===== src/rtl/mandelbrot_pkg.sv =====
// Shared types and constants for the Mandelbrot engine fabric.
// Used by the result arbiter and the work distributor.
package mandelbrot_pkg;

    localparam int N_ENGINES = 12;
    localparam int PIX_W     = 32;
    localparam int CH_W      = 4;

    typedef enum logic {
        ARB_IDLE,
        ARB_BUSY
    } arb_state_e;

    typedef struct packed {
        logic [PIX_W-1:0] data;
        logic             sop;
        logic             eop;
    } beat_t;

endpackage


===== src/rtl/mandelbrot_rr_pick.sv =====
// Round-robin priority search: first set bit of req at or above ptr, wrapping to 0.
// Purely combinational; shared by the result arbiter and the work distributor.
module mandelbrot_rr_pick #(
    parameter int N    = 12,
    parameter int CH_W = 4
) (
    input  logic [N-1:0]    req,
    input  logic [CH_W-1:0] ptr,
    output logic [CH_W-1:0] grant,
    output logic            found
);

    always_comb begin
        // NOTE: every output gets a default before the search so no path leaves it unassigned (no latch).
        grant = '0;
        found = 1'b0;
        // Upper segment [ptr, N-1] first, then wrap to [0, ptr-1].
        for (int i = 0; i < N; i++) begin
            if (!found && req[i] && (i >= int'(ptr))) begin
                grant = CH_W'(i);
                found = 1'b1;
            end
        end
        for (int i = 0; i < N; i++) begin
            if (!found && req[i]) begin
                grant = CH_W'(i);
                found = 1'b1;
            end
        end
    end

endmodule


===== src/rtl/mandelbrot_result_arbiter.sv =====
// Packet-granular round-robin merge of N pixel-engine result streams into one tagged stream,
// with a completed-packet counter, busy flag and sticky protocol-error flag.
module mandelbrot_result_arbiter #(
    parameter int N_PORTS = mandelbrot_pkg::N_ENGINES,
    parameter int DATA_W  = mandelbrot_pkg::PIX_W,
    parameter int CH_W    = mandelbrot_pkg::CH_W
) (
    input  logic                      clk,
    input  logic                      reset,
    input  logic [N_PORTS-1:0]        port_enable,
    input  logic [N_PORTS*DATA_W-1:0] in_data,
    input  logic [N_PORTS-1:0]        in_valid,
    input  logic [N_PORTS-1:0]        in_sop,
    input  logic [N_PORTS-1:0]        in_eop,
    output logic [N_PORTS-1:0]        in_ready,
    output logic [DATA_W-1:0]         out_data,
    output logic                      out_valid,
    output logic                      out_sop,
    output logic                      out_eop,
    output logic [CH_W-1:0]           out_channel,
    input  logic                      out_ready,
    output logic [31:0]               pkt_count,
    input  logic                      pkt_count_clr,
    output logic                      busy,
    output logic                      proto_err,
    input  logic                      proto_err_clr
);
    import mandelbrot_pkg::*;

    arb_state_e        state_q, state_d;
    logic [CH_W-1:0]   rr_ptr_q, rr_ptr_d;
    logic [CH_W-1:0]   grant_q, grant_d;
    logic [31:0]       pkt_count_q, pkt_count_d;
    logic              proto_err_q, proto_err_d;
    logic              first_q, first_d;

    logic [N_PORTS-1:0] req;
    logic [CH_W-1:0]    pick;
    logic               pick_found;
    logic [DATA_W-1:0]  sel_data;
    logic               sel_valid, sel_sop, sel_eop;
    logic               accept, done, idle_err, dup_sop_err;

    assign req = in_valid & in_sop & port_enable;

    mandelbrot_rr_pick #(.N(N_PORTS), .CH_W(CH_W)) u_pick (
        .req   (req),
        .ptr   (rr_ptr_q),
        .grant (pick),
        .found (pick_found)
    );

    // Sink mux follows grant even in IDLE so out_data/out_channel never float.
    always_comb begin
        sel_data  = '0;
        sel_valid = 1'b0;
        sel_sop   = 1'b0;
        sel_eop   = 1'b0;
        in_ready  = '0;
        for (int i = 0; i < N_PORTS; i++) begin
            if (grant_q == CH_W'(i)) begin
                sel_data    = in_data[i*DATA_W +: DATA_W];
                sel_valid   = in_valid[i];
                sel_sop     = in_sop[i];
                sel_eop     = in_eop[i];
                in_ready[i] = busy & out_ready;
            end
        end
    end

    assign busy        = (state_q == ARB_BUSY);
    assign out_data    = sel_data;
    assign out_valid   = busy & sel_valid;
    assign out_sop     = busy & sel_sop;
    assign out_eop     = busy & sel_eop;
    assign out_channel = grant_q;
    assign pkt_count   = pkt_count_q;
    assign proto_err   = proto_err_q;

    assign accept      = out_valid & out_ready;
    assign done        = accept & sel_eop;
    assign idle_err    = (state_q == ARB_IDLE) && (|(port_enable & in_valid & ~in_sop));
    assign dup_sop_err = accept & ~first_q & sel_sop;

    always_comb begin
        state_d     = state_q;
        rr_ptr_d    = rr_ptr_q;
        grant_d     = grant_q;
        first_d     = first_q;
        pkt_count_d = pkt_count_clr ? '0 : pkt_count_q;
        // A new error in the same cycle as the clear wins.
        proto_err_d = (proto_err_q & ~proto_err_clr) | idle_err | dup_sop_err;
        case (state_q)
            ARB_IDLE: begin
                if (pick_found) begin
                    grant_d = pick;
                    first_d = 1'b1;
                    state_d = ARB_BUSY;
                end
            end
            ARB_BUSY: begin
                if (accept) begin
                    first_d = 1'b0;
                end
                if (done) begin
                    pkt_count_d = pkt_count_d + 32'd1;
                    rr_ptr_d    = (grant_q == CH_W'(N_PORTS - 1)) ? '0 : grant_q + CH_W'(1);
                    state_d     = ARB_IDLE;
                end
            end
            default: state_d = ARB_IDLE;
        endcase
    end

    always_ff @(posedge clk) begin
        // NOTE: state flops use non-blocking assignment so every flop samples pre-edge values.
        if (reset) begin
            state_q     <= ARB_IDLE;
            rr_ptr_q    <= '0;
            grant_q     <= '0;
            pkt_count_q <= '0;
            proto_err_q <= 1'b0;
            first_q     <= 1'b0;
        end else begin
            state_q     <= state_d;
            rr_ptr_q    <= rr_ptr_d;
            grant_q     <= grant_d;
            pkt_count_q <= pkt_count_d;
            proto_err_q <= proto_err_d;
            first_q     <= first_d;
        end
    end

endmodule


===== config.mk =====
export PLATFORM = sky130hd
export DESIGN_NAME = mandelbrot_result_arbiter
export DESIGN_NICKNAME = d
export VERILOG_FILES = /design/src/rtl/mandelbrot_pkg.sv /design/src/rtl/mandelbrot_rr_pick.sv /design/src/rtl/mandelbrot_result_arbiter.sv
export SDC_FILE = /design/constraint.sdc
export NUM_CORES = 1
export LEC_CHECK = 0
export CAP_MARGIN = 0
export CORE_AREA = 2 2 201 203
export DETAILED_ROUTE_END_ITERATION = 16
export DIE_AREA = 0 0 203 205
export PLACE_DENSITY = 0.51
export SETUP_SLACK_MARGIN = 0.02
export SYNTH_ARGS = -nofsm -noshare
export SYNTH_HDL_FRONTEND = slang
export SYNTH_SLANG_ARGS = --single-unit

===== constraint.sdc =====
create_clock -name clk -period 4 [get_ports clk]
set_input_delay 0.8 -clock clk [delete_from_list [all_inputs] [get_ports clk]]
set_output_delay 0.8 -clock clk [all_outputs]
set_load 0.005 [all_outputs]

==> impl_metrics.json, run 1 <==
{
  "p_comb_share_pct": 70.9,
  "rr_worst_depth": 14,
  "ys_seq_area_share_pct": 14.93,
  "p_per_area_nw_per_um2": 277.1,
  "slew_headroom_pct": 43.99,
  "fill_cells": 4204,
  "placed_area_um2": 12030,
  "seq_area_um2": 865.8,
  "layout.nets": 1798,
  "ys_dominant_reg_cell": "dfxtp_1",
  "finalCritPeriodShare_pct": 98.97,
  "syn_area_um2": 5764,
  "fp-row-count": 73,
  "switching_power_w": 0.001399,
  "drt_iter0_markers": 773,
  "crit_type": "reg -> out",
  "synth_compound_area_share_pct": 53.29,
  "synth_top_family_by_area": "compound AO/OA/AOI/OAI gates",
  "cts-hold-fix-buffers": 0,
  "hold_violations": 0,
  "yosys.area_share.adder_pct": 1.085,
  "grt_use_total_pct": 22.92,
  "seqPwrFrac_pct": 13.4,
  "core_um2": 39370,
  "htree_levels": 2,
  "syn_inst": 835,
  "post-dp-hpwl_mm": 41.62,
  "vias": 9707,
  "synth-xor-area-share_pct": 1.064,
  "gp_congestion": 0.9674,
  "intPower_w": 0.002045,
  "clockRootBuffer": "clkbuf_16",
  "synth.area.mux_share_pct": 0.1736,
  "drv_slew": 0,
  "async_flop_share_pct": 0,
  "cp.arrival_ps": 3160,
  "ys_ff_latch": 43,
  "die_h_um": 205,
  "crit_chain": "inv_1 > ha_2 > buf_4 > nor4b_4 > buf_4 > buf_12 > a221o_1 > o21ai_0 > o21ai_0 > a221oi_1 > o31ai_1 > clkdlybuf4s50_1",
  "post-route-util_pct": 31.57,
  "multiInputGateArea_um2": 4646,
  "grt_pass1_wl_mm": 69.72,
  "die_area_um2": 41620,
  "wire_per_inst_um": 26.67,
  "firstDrtPassIters": 5,
  "p_clk_share_pct": 15.7,
  "tritoncts": "done",
  "antenna_found_initial": 5,
  "synth.net_count": 1277,
  "syn2layout_area_growth_pct": 115.6,
  "outcome": "finished clean",
  "fmax_ghz": 0.2526,
  "clock_sinks": 43,
  "start_util_pct": 14.64,
  "clock_latency_ps": 290,
  "mostFrequentLayoutCells": "clkdlybuf4s50_1, o21ai_0, a22oi_1",
  "cp.required_ps": 3200,
  "path_clk_slew_ps": 60,
  "ant_nets": 0,
  "io_buffer_count": 521,
  "grt_pass1_vias": 9853,
  "ir_worst_vdd_mv": 0.1462,
  "synthSimpleGateAreaFrac_pct": 22.38,
  "hold-path-cell-count": 1,
  "skew_ps": 5.302,
  "rsz0062_at_grt": "true",
  "min_period_ps": 3959,
  "cpMaxStageDelayCell": "clkdlybuf4s50_1",
  "swShare_pct": 40.62,
  "design_area_um2": 12430,
  "drive_gt1_share_pct": 9.285,
  "drv_cap": 0,
  "die_w_um": 203,
  "setup_tns_ps": 0,
  "layout_commonest_cell": "clkdlybuf4s50_1",
  "p_leak_nw": 4.403,
  "min_path_type": "reg -> reg",
  "finalSetupViolations": 0,
  "synth.avg_cell_area_um2": 6.903,
  "drc": 0,
  "routed_via_density": 5.155,
  "wl_mm": 50.23,
  "overflow": 0,
  "grt_start_max_net_pins": 34,
  "start_kind": "flip-flop",
  "path_max_fanout": 12,
  "slowest_delay_ps": 650,
  "cts_buffer_depth": 2,
  "tightest_slew_ps": 836.3,
  "yosysWarnings": 0,
  "synth_edf_count": 0,
  "io_pins": 522,
  "cts_buffers": 5,
  "end_kind": "output port",
  "synth_cell_type_count": 64
}
-- registers in the layout, indices dropped and copies added, names as in the netlist --
| register | count |
|---|---|
| out_channel | 4 |
| proto_err | 1 |
| pkt_count | 32 |
| first_q | 1 |
| busy | 1 |
| rr_ptr_q | 4 |
-- repair_timing --
item | CTS | global route
gates resized for setup | 27 | 37
setup buffers | 2 | 4
pin swaps | 8 | 13
endpoints found under the setup margin | 29 | 21
gates cloned | 0 | 0
-- through the flow --
stage,cells,setup slack (ps),total power [W],hold WS (ps)
finish,1883,41.20,0.003443,467.4
global placement,1868,-303.0,0.002859,467.2
floorplan,835,908.4,0.001324,421.6
CTS,1878,-98.63,0.003412,467.5
global route,1883,-48.12,0.003635,488.9
detailed placement,1868,-241.4,0.002864,465.4
-- layout make-up --
cell class                      instances  share of cell area, %
Antenna cell                            1                0.02014
Tap cell                              525                  5.286
Clock inverter                          3                 0.5437
Clock buffer                            5                  1.007
Inverter                               18                 0.5437
Sequential cell                        43                  6.967
Timing Repair Buffer                  598                  48.25
Multi-Input combinational cell        690                  37.38
-- power by group through the flow --
stage	registers (W)	clock network, W	logic, W
2_1_floorplan	0.000463	0	0.000861
3_3_place_gp	0.000470	0	0.00239
3_5_place_dp	0.000470	0	0.00239
4_1_cts	0.000461	0.000552	0.00240
5_1_grt	0.000465	0.000568	0.00260
6_report	0.000463	0.000541	0.00244
-- worst max-delay path: cells and delay by family, from the launching register on --
kind            cells  cell delay, ps
compound gates      5             850
fa+ha+maj           1             200
buf+inv             5            1200
flops               1             370
simple gates        1             240
-- cells in the mapped netlist, types with 6 or more instances --
library cell | n | area (µm²)
o21ai_0 | 91 | 455.4
clkbuf_1 | 66 | 247.7
a22oi_1 | 64 | 480.5
a221o_1 | 61 | 610.6
nand2_1 | 61 | 229.0
nor2_1 | 53 | 198.9
a21oi_1 | 44 | 220.2
dfxtp_1 | 43 | 860.8
o22ai_1 | 38 | 237.7
a221oi_1 | 36 | 315.3
o31ai_1 | 36 | 270.3
nand3_1 | 26 | 130.1
nor3_1 | 18 | 90.09
inv_1 | 17 | 63.81
nor2b_1 | 16 | 100.1
or3_1 | 16 | 100.1
and3_1 | 14 | 87.58
buf_2 | 14 | 70.07
nand4_1 | 9 | 56.30
o2111ai_1 | 6 | 52.55
o211ai_1 | 6 | 45.04
or4_1 | 6 | 45.04
-- path summary, 6_finish.rpt --
| check | startpoint | to | slack, ps |
|---|---|---|---|
| hold / removal | first_q | proto_err | 470 |
| setup / recovery | out_channel[1] | out_data[14] | 40 |
| hold reg to reg | first_q | proto_err | 470 |
| setup reg to reg | out_channel[1] | pkt_count[17] | 610 |
-- metal layers --
metal	track usage, %	wire [µm]
met5	0	25
met4	5.162	1188
met3	6.316	4508
met2	38.53	23400
met1	29.09	21110
-- kinds of logic (layout without fill, tap and decap cells) --
group / Yosys count / count (layout)
xor+xnor: 7 / 7
flops: 43 / 43
mux: 1 / 1
fa+ha+maj: 5 / 5
buf+inv: 102 / 624
simple gates: 252 / 252
compound gates: 425 / 425
other cells: 0 / 1
Power figures use the tool's default switching activity.
==> run 2, diff against run 1 <==
==> constraint.sdc (replaced) <==
create_clock -name clk -period 4 [get_ports clk]
set_input_delay 0.8 -clock clk [delete_from_list [all_inputs] [get_ports clk]]
set_output_delay 0.8 -clock clk [all_outputs]
set_load 0.01 [all_outputs]
==> impl_metrics.json, run 2 (synthesized netlist as in run 1, its figures left out) <==
{
  "tightest_slew_ps": 803.7,
  "rsz0062_at_grt": "false",
  "cts_buffers": 5,
  "cts-hold-fix-buffers": 0,
  "io_buffer_count": 521,
  "cp_common_cell": "buf_4",
  "hold-path-cell-count": 1,
  "clock_latency_ps": 290,
  "min_period_ps": 3876,
  "drive_gt1_share_pct": 10.89,
  "drv_slew": 0,
  "r2r_setup_slack_ps": 840,
  "layout_commonest_cell": "clkdlybuf4s50_1",
  "post-route-util_pct": 32.14,
  "die_area_um2": 41620,
  "crit_chain": "buf_4 > ha_4 > buf_4 > o31ai_4 > buf_6 > a221oi_1 > o31ai_1 > buf_4 > clkdlybuf4s50_1",
  "firstDrtPassIters": 5,
  "start_kind": "flip-flop",
  "r2r-end": "pkt_count[9]",
  "outcome": "finished clean",
  "grt_pass1_wl_mm": 71.79,
  "path_clk_slew_ps": 60,
  "finalPower_w": 0.003627,
  "cpMaxStageDelayCell": "clkdlybuf4s50_1",
  "cp.arrival_ps": 3080,
  "wire_per_inst_um": 27.65,
  "die_h_um": 205,
  "skew_ps": 8.087,
  "slew_headroom_pct": 46.17,
  "largest_reg_flops": 32,
  "path_buf_inv": 5,
  "path_max_fanout": 11,
  "finalSetupViolations": 0,
  "ant_nets": 0,
  "io_pins": 522,
  "drt_iter0_markers": 686,
  "p_per_area_nw_per_um2": 286.7,
  "overflow": 0,
  "grt_pass1_vias": 10130,
  "slowest_delay_ps": 540,
  "antenna_found_initial": 1,
  "routed_via_density": 5.148,
  "grt_start_max_net_pins": 37,
  "min_from": "first_q",
  "start_util_pct": 14.64,
  "fp-row-count": 73,
  "rr_startpoint": "out_channel[0]",
  "layout.nets": 1809,
  "grt_use_total_pct": 23.82,
  "crit_type": "reg -> out",
  "cts_buffer_depth": 2,
  "gp_congestion": 0.9700,
  "vias": 9751,
  "holdWs_ps": 461.2,
  "post-dp-hpwl_mm": 42.59,
  "drc": 0,
  "clock_sinks": 43,
  "core_um2": 39370,
  "design_area_um2": 12650,
  "htree_levels": 2,
  "tritoncts": "done",
  "die_w_um": 203,
  "finalCritPeriodShare_pct": 96.90,
  "clockRootBuffer": "clkbuf_16",
  "mostFrequentLayoutCells": "clkdlybuf4s50_1, o21ai_0, buf_4",
  "rr_worst_depth": 12,
  "min_path_type": "reg -> reg",
  "cp.required_ps": 3200,
  "wl_mm": 52.36,
  "fmax_ghz": 0.2580,
  "crit_family": "buffers and inverters",
  "hold_path_end": "proto_err",
  "ir_worst_vdd_mv": 0.1630,
  "end_kind": "output port",
  "drv_cap": 0,
  "p_leak_nw": 4.431,
  "placed_area_um2": 12120,
  "hold_violations": 0,
  "syn2layout_area_growth_pct": 119.5
}
[run 2: cell type report]
type | instances | area [µm²]
flip-flops and latches | 43 | 868.3
repair buffers | 609 | 6157
well taps | 525 | 656.9
inverters | 18 | 67.56
fillers | 4207 | 26710
diodes | 1 | 2.502
multi-input cells | 690 | 4711
clock buffers | 6 | 128.9
clock inverters | 2 | 60.06
[run 2: per-layer routing]
layer | vias up | track usage [%] | share of wire, %
li1 | 4467 | - | -
met1 | 4681 | 30.10 | 42
met2 | 538 | 41.13 | 47
met3 | 63 | 5.600 | 8.8
met4 | 2 | 4.979 | 2.6
met5 | - | 0 | 0.025
[run 2: worst max-delay path by stage]
stage | start | to | slack, ps | depth (start not counted)
2_1_floorplan | out_channel[1] | out_data[10] | 760 | 10
3_3_place_gp | out_channel[1] | out_data[17] | 40 | 9
3_5_place_dp | out_channel[0] | out_data[17] | 30 | 10
4_1_cts | out_channel[1] | out_data[17] | -80 | 10
5_1_grt | out_channel[0] | out_data[25] | 20 | 13
6_report | out_channel[0] | out_data[26] | 120 | 9
[run 2: timing repair]
item,in CTS,in global routing
endpoints found under the hold margin,0,0
pin swaps,3,12
buffers inserted,2,6
resized for setup,28,38
cloned,1,2
setup endpoints to repair,18,22
[run 2: where the power goes]
group	switching [W]	leakage (nW)	internal [W]
clock	0.000183	0.0911	0.000359
combinational	0.00131	3.99	0.00131
sequential	0.0000246	0.350	0.000443
total	0.00152	4.43	0.00211
[run 2: per-stage QoR]
| stage | std cells | TNS (ps) | setup slack, ps |
|---|---|---|---|
| 2_1_floorplan | 835 | 0 | 756.4 |
| 3_3_place_gp | 1874 | 0 | 41.00 |
| 3_5_place_dp | 1874 | 0 | 28.64 |
| 4_1_cts | 1885 | -84.52 | -84.52 |
| 5_1_grt | 1893 | 0 | 22.29 |
| 6_report | 1894 | 0 | 123.9 |
